$ cat config.mk
export PLATFORM = sky130hd
export DESIGN_NAME = id_stage_param
export DESIGN_NICKNAME = d
export VERILOG_FILES = /design/src/rtl/id_stage_param.sv
export SDC_FILE = /design/constraint.sdc
export NUM_CORES = 2
export LEC_CHECK = 0
export BUFFER_PORTS_ARGS = -buffer_cell sky130_fd_sc_hd__buf_2
export CORE_AREA = 2 2 477 479
export DETAILED_ROUTE_END_ITERATION = 8
export DIE_AREA = 0 0 479 481
export HOLD_SLACK_MARGIN = 0.06
export PLACE_DENSITY = 0.44
export SYNTH_ARGS = -nofsm -noshare
export SYNTH_HDL_FRONTEND = slang
export SYNTH_SLANG_ARGS = --single-unit
$ cat constraint.sdc
create_clock -name clk -period 2.33 [get_ports clk]
set_clock_uncertainty 0.05 [all_clocks]
set_input_delay 0 -clock clk [delete_from_list [all_inputs] [get_ports clk]]
set_output_delay 0 -clock clk [all_outputs]
set_load 0.01 [all_outputs]
$ cat src/rtl/id_stage_param.sv
// MIPS instruction-decode stage: register file with WB bypass, control decode, immediate
// extension, load-use hazard detection and the registered ID/EX pipeline boundary.
module id_stage_param #(
    parameter int unsigned DATA_WIDTH = 32,
    parameter int unsigned NUM_REGS   = 32,
    parameter bit          ZERO_REG   = 1'b1
) (
    input  logic                         clk,
    input  logic                         rst,
    input  logic [31:0]                  i_instruction,
    input  logic [DATA_WIDTH-1:0]        i_write_data,
    input  logic [4:0]                   i_mem_wb_rd,
    input  logic                         i_mem_wb_RegWrite,
    input  logic [4:0]                   i_id_ex_rt,
    input  logic                         i_id_ex_MemRead,
    input  logic                         i_flush,
    output logic                         o_PCWrite,
    output logic                         o_if_id_write,
    output logic                         o_RegDst,
    output logic                         o_ALUSrc,
    output logic                         o_Branch,
    output logic                         o_MemRead,
    output logic                         o_MemWrite,
    output logic                         o_RegWrite,
    output logic                         o_MemtoReg,
    output logic [1:0]                   o_ALUOp,
    output logic [DATA_WIDTH-1:0]        o_read_data_1,
    output logic [DATA_WIDTH-1:0]        o_read_data_2,
    output logic [DATA_WIDTH-1:0]        o_immediate_data_ext,
    output logic [4:0]                   o_rs,
    output logic [4:0]                   o_rt,
    output logic [4:0]                   o_rd,
    output logic [32*DATA_WIDTH-1:0]     o_rf_regs
);

    localparam logic [5:0] NUM_REGS_W = 6'(NUM_REGS);
    localparam logic [DATA_WIDTH-1:0] IMM_HI_MASK = ~DATA_WIDTH'(32'h0000_FFFF);

    localparam logic [5:0] OP_R    = 6'b000000;
    localparam logic [5:0] OP_LW   = 6'b100011;
    localparam logic [5:0] OP_SW   = 6'b101011;
    localparam logic [5:0] OP_BEQ  = 6'b000100;
    localparam logic [5:0] OP_ADDI = 6'b001000;
    localparam logic [5:0] OP_ANDI = 6'b001100;
    localparam logic [5:0] OP_ORI  = 6'b001101;

    typedef struct packed {
        logic       reg_dst;
        logic       alu_src;
        logic       branch;
        logic       mem_read;
        logic       mem_write;
        logic       reg_write;
        logic       mem_to_reg;
        logic [1:0] alu_op;
    } ctrl_t;

    logic [5:0]            op;
    logic [4:0]            rs;
    logic [4:0]            rt;
    logic [4:0]            rd;
    logic [15:0]           imm;
    logic [DATA_WIDTH-1:0] rf_q [32];
    logic                  wb_we;
    logic [DATA_WIDTH-1:0] rs_data;
    logic [DATA_WIDTH-1:0] rt_data;
    logic [DATA_WIDTH-1:0] imm_ext;
    logic                  uses_rt;
    logic                  zero_ext;
    logic                  stall;
    ctrl_t                 ctrl_d;
    ctrl_t                 ctrl_q;
    logic [DATA_WIDTH-1:0] rd1_q;
    logic [DATA_WIDTH-1:0] rd2_q;
    logic [DATA_WIDTH-1:0] imm_q;
    logic [4:0]            rs_q;
    logic [4:0]            rt_q;
    logic [4:0]            rd_q;

    assign op  = i_instruction[31:26];
    assign rs  = i_instruction[25:21];
    assign rt  = i_instruction[20:16];
    assign rd  = i_instruction[15:11];
    assign imm = i_instruction[15:0];

    // Writes to r0 (when hardwired) or unimplemented registers are dropped.
    assign wb_we = i_mem_wb_RegWrite
                 && !(ZERO_REG && (i_mem_wb_rd == 5'd0))
                 && ({1'b0, i_mem_wb_rd} < NUM_REGS_W);

    always_ff @(posedge clk) begin
        if (rst) begin
            for (int i = 0; i < 32; i++) begin
                rf_q[i] <= '0;
            end
        end else if (wb_we) begin
            rf_q[i_mem_wb_rd] <= i_write_data;
        end
    end

    for (genvar g = 0; g < 32; g++) begin : g_dump
        assign o_rf_regs[g*DATA_WIDTH +: DATA_WIDTH] = rf_q[g];
    end

    // Same-cycle WB bypass; unwritten entries stay 0 so out-of-range reads return 0.
    assign rs_data = (wb_we && (i_mem_wb_rd == rs)) ? i_write_data : rf_q[rs];
    assign rt_data = (wb_we && (i_mem_wb_rd == rt)) ? i_write_data : rf_q[rt];

    always_comb begin
        ctrl_d   = '0;
        uses_rt  = 1'b0;
        zero_ext = 1'b0;
        unique case (op)
            OP_R: begin
                ctrl_d.reg_dst   = 1'b1;
                ctrl_d.reg_write = 1'b1;
                ctrl_d.alu_op    = 2'b10;
                uses_rt          = 1'b1;
            end
            OP_LW: begin
                ctrl_d.alu_src    = 1'b1;
                ctrl_d.mem_read   = 1'b1;
                ctrl_d.reg_write  = 1'b1;
                ctrl_d.mem_to_reg = 1'b1;
            end
            OP_SW: begin
                ctrl_d.alu_src   = 1'b1;
                ctrl_d.mem_write = 1'b1;
                uses_rt          = 1'b1;
            end
            OP_BEQ: begin
                ctrl_d.branch = 1'b1;
                ctrl_d.alu_op = 2'b01;
                uses_rt       = 1'b1;
            end
            OP_ADDI: begin
                ctrl_d.alu_src   = 1'b1;
                ctrl_d.reg_write = 1'b1;
            end
            OP_ANDI, OP_ORI: begin
                ctrl_d.alu_src   = 1'b1;
                ctrl_d.reg_write = 1'b1;
                ctrl_d.alu_op    = 2'b11;
                zero_ext         = 1'b1;
            end
            default: ;
        endcase
    end

    // Sign extension done by OR-ing the upper mask so DATA_WIDTH == 16 needs no special case.
    always_comb begin
        imm_ext = DATA_WIDTH'(imm);
        if (!zero_ext && imm[15]) begin
            imm_ext = imm_ext | IMM_HI_MASK;
        end
    end

    assign stall = i_id_ex_MemRead && (i_id_ex_rt != 5'd0)
                 && ((i_id_ex_rt == rs) || ((i_id_ex_rt == rt) && uses_rt));

    assign o_PCWrite     = rst || !stall;
    assign o_if_id_write = rst || !stall;

    // ID/EX register: flush or stall inserts a bubble by clearing control only.
    always_ff @(posedge clk) begin
        if (rst) begin
            ctrl_q <= '0;
            rd1_q  <= '0;
            rd2_q  <= '0;
            imm_q  <= '0;
            rs_q   <= '0;
            rt_q   <= '0;
            rd_q   <= '0;
        end else begin
            ctrl_q <= (i_flush || stall) ? ctrl_t'('0) : ctrl_d;
            rd1_q  <= rs_data;
            rd2_q  <= rt_data;
            imm_q  <= imm_ext;
            rs_q   <= rs;
            rt_q   <= rt;
            rd_q   <= rd;
        end
    end

    assign o_RegDst             = ctrl_q.reg_dst;
    assign o_ALUSrc             = ctrl_q.alu_src;
    assign o_Branch             = ctrl_q.branch;
    assign o_MemRead            = ctrl_q.mem_read;
    assign o_MemWrite           = ctrl_q.mem_write;
    assign o_RegWrite           = ctrl_q.reg_write;
    assign o_MemtoReg           = ctrl_q.mem_to_reg;
    assign o_ALUOp              = ctrl_q.alu_op;
    assign o_read_data_1        = rd1_q;
    assign o_read_data_2        = rd2_q;
    assign o_immediate_data_ext = imm_q;
    assign o_rs                 = rs_q;
    assign o_rt                 = rt_q;
    assign o_rd                 = rd_q;

endmodule

After elaboration in Yosys (flattened, before gate mapping)
Memory sizes are Yosys's and may differ from the RTL's. A register that Yosys moved wholly into a read port is not among the register bits.
Index checks and enable logic that the tools add are counted.
Cells by class
  add/sub/neg operators: 0
  multipliers: 0
  divide/modulo/power cells: 0
  $lt $le $gt $ge: 0
  equal/unequal tests: 8
  shift-type cells: 0
  mux-type cells: 18
  bitwise operators: 0
  reductions and logical operators: 20
Operators by type and width (count)
  $mux 32: 2
  $reduce_or 32->1: 1
  $eq 6x4->1 const B: 3
  $mux 1: 14
  $eq 6x6->1 const B: 2
  $eq 5x5->1: 2
  $reduce_or 5->1: 2
  $eq 6x3->1 const B: 1
  $logic_not 6->1: 1
  $pmux 2 s3: 1
  $logic_and 1x1->1: 5
  $logic_not 5->1: 1
  $mux 5: 1
  $reduce_bool 5->1: 1
  $reduce_or 2->1: 2
  $logic_not 1->1: 3
  $logic_or 1x1->1: 3
  $reduce_or 3->1: 1
Storage, ports and cells
  register bits: 55
  bits in latches: 0
  bits in writable memories: 1024
  bits in read-only memories: 0
  output and inout port bits: 1146
  memories kept: 1
Memory list
  rf_q: words 32, bits a word 32, rd ports 34, clocked after memory_dff 2, write ports 32, line 63  | logic [DATA_WIDTH-1:0] rf_q [32];

Logic depth before layout (Yosys ltp)
  depth after elaboration: 8
  depth in mapped cells: 9
  depth with buffers taken out: 5

Worst setup path after synthesis
OpenSTA, ideal clock, no wires.
  path type: in2reg
  start point: input i_instruction[17]
  end point: register rd2_q[22] (netlist: o_read_data_2[22]), read port of rf_q
  library setup time: 0.122 ns
  data arrival time: 1.803 ns
  required time: 2.158 ns
  slack: 0.356 ns
  stages on the path: 8
  path buffers: 4
  cells stage by stage: buf_2 buf_4 buf_2 clkbuf_1 mux4_2 a22oi_1 o21ai_0 a221o_1
RTL lines
  start, declared: line 10  | input logic [31:0] i_instruction,
  end, declared: line 74  | logic [DATA_WIDTH-1:0] rd2_q;

==> metrics.txt <==
CP Launch Type=input port; xor-xnor portion of the synthesized cell area=less than 1%; top cells by count, synth=edfxtp_1, and2_1, mux4_2; largest net degree at the start of global routing=67; crit-path cells=buf_12 -> dlygate4sd3_1 -> buf_12 -> nor2b_2 -> buf_4 -> nor2b_1 -> a2111oi_0 -> buf_4 -> a211o_1; Final Worst Setup Slack=roughly 0.025 ns; pre-CTS WS=-0.522 ns; post-layout util=approximately a third; final hold vios=0; DRC violations left=0; grt ovf=0; Lkg Pwr=30.8 nW; Pwr Total=0.0573 W; vias in the first global route=46,500; Synth cell types=55; Final period util=98.9%; fin nets=5,790; final setup fails=0; DR vias=47,200; register area=0.0327 mm^2; DP HPWL=roughly 270 mm; most common cell in the netlist=edfxtp_1; H-tree levels=4; Slowest-stage cell, CP=dlygate4sd3_1; Worst EP required=2.98 ns; CTS root buf=clkbuf_16; Syn. warnings=0; Avg Vias per Cell=5.32; largest family of logic cells by synthesized area=multiplexers; FP Rows=175; Top FF cell, synth=edfxtp_1; critical path capture point type=flip-flop; CTS Buf Count=145; Post-synth EDFFs=1,024; clock-pin transition on the worst setup and hold timing paths=0.06 ns; outcome=finished, final reports clean; Core ar.=0.226 mm^2; Seq/Total Area, Yosys=a little under three fifths; CTS tree=yes; post-synthesis simple-gate area fraction=13.9%; area leader, netlist=edfxtp_1; top post-synthesis cells by area=edfxtp_1, mux4_2, and2_1, mux2i_1, dfxtp_1; routed len/inst=40.5 um; P&R area growth vs syn=34.5%; number of port buffers=around 1,200; Synth top area share=52.9%; reg-to-reg startpoint=rf_q[12][20]; critical setup path kind=input port to flip-flop; power per cell area=733 mW/mm^2; setup TNS=0 ns; Crit. Startpoint=i_instruction[17]; fin crit period=2.31 ns; Max Slew Vio Count=0; Worst Path Arrival=2.96 ns; max_cap viols=0; Initial Util=25.8%; first-pass GRT wire length=between 400 and 500 mm; Final ANT Viol Nets=0; multi-input logic area=0.0238 mm^2; placed instance count=8,454; Yosys reg bits=1,123; CP peak stage delay=0.81 ns; GR Util All Layers=between 30 and 40%; Highest Clock Rate=roughly 430 MHz; I/O pin cnt=1,225; Skew-Pair Late Insertion Delay=between 0.8 and 0.9 ns; Syn Std Cell Area=0.0581 mm^2; share of flip-flops with an asynchronous set or reset=0%; DRT iter0 DRCs=between 5,000 and 6,000; Post-Synthesis Cells=4,072; initial antenna violation count=42; Fill cells=22,400; Mapped Avg Cell Area=14.3 um^2; routability cong.=roughly 0.92; die area=0.230 mm^2; Slew headroom=20.5%; mux share of post-synthesis cell area=between 10% and 20%; drt total wl=359 mm; RSZ-0062 raised after global routing=false; Chip Height=481 um; VDD IR-drop max=0.614 mV; CTS Buffer Depth=3; layout cells sized above 1=42.6%; 1st-pass router iterations=5; Clock Sink Count=1,123; Hold Startpoint=rst; Post-Synth Adder-Cell Area=0%; Max FO, Critical Path=26; Die Width=479 um; Min-Delay Path Class=input port to flip-flop; Synth Area in Compound Gates=5.93%; post-route non-filler standard cell count=8,870; worst-margin pin slew=1.18 ns
[critical path: cells and delay by family]
| family | cells | cell delay (ns) |
|---|---|---|
| buffers and inverters | 5 | 1.79 |
| AND/OR/NAND/NOR | 2 | 0.79 |
| AO/OA/AOI/OAI | 2 | 0.30 |
[final cells by class]
type / count / share of cell area, %
timing repair buffer: 1907 / 16.6
inverter: 4 / 0.0224
sequential: 1123 / 41.9
multi-input combinational: 2530 / 30.4
tap: 3009 / 4.82
clock buffer: 185 / 4.96
antenna: 32 / 0.102
clock inverter: 80 / 1.14
[stage by stage]
stage          hold WS [ns]  cell area [um^2]
2_1_floorplan        0.0679             58200
3_3_place_gp          0.168             72100
3_5_place_dp          0.164             72100
4_1_cts              0.0641             78100
5_1_grt               0.106             78200
6_report              0.102             78200
[what timing repair did]
action | 4_1_cts | 5_1_grt
pin swaps | 3 | 2
gates resized for setup | 9 | 3
hold buffers | 117 | 0
gates cloned | 1 | 0
setup endpoints to repair | 7 | 3
endpoints found under the hold margin | 1202 | 0
buffers inserted | 2 | 0
[sequential cells by signal (all words and copies together) (netlist names), 2 cells and up]
name                  count
o_ALUOp                   2
o_immediate_data_ext     17
o_read_data_1            32
o_read_data_2            32
o_rs                      5
o_rt                      5
rf_q                   1024
[routing by layer]
metal	vias up	track usage [%]	part of all wire (%)
met5	-	0	0.016
li1	18900	-	-
met1	25100	35.3	37
met4	8	15.1	5.8
met2	2740	50.8	49
met3	559	8.01	8.6
[path summary, 6_finish.rpt]
kind	cells past startpoint	slack (ns)	endpoint
setup / recovery	9	0.02	o_read_data_2[8]
hold / removal	4	0.10	o_rs[2]
setup reg to reg	5	0.04	o_read_data_1[20]
hold reg to reg	5	0.85	o_read_data_2[3]
[cells in the final DEF, fill, tap and decap left out, drive strengths merged, types with 54 or more instances in the layout]
master,instances
dlygate4sd3,115
dfxtp,99
buf,1789
mux4,382
a221oi,110
nor3,66
and2,996
nand2,54
clkbuf,186
a22oi,62
edfxtp,1024
a21oi,77
mux2i,300
clkinv,57
[kinds of logic (layout without fill, tap and decap cells)]
family / after synthesis / count (layout)
simple gates: 1343 / 1343
flops: 1123 / 1123
mux: 682 / 682
compound gates: 453 / 453
buf+inv: 450 / 2176
xor+xnor: 20 / 20
other cells: 1 / 64
[where the power goes]
group	total, W	switching, W	internal, W	leakage (nW)
registers	0.0246	0.00139	0.0232	10.6
logic	0.00960	0.00582	0.00378	17.9
clock network	0.0231	0.00980	0.0133	2.31
total	0.0573	0.0170	0.0403	30.8
Note: power is estimated with default switching activity, not from simulation.
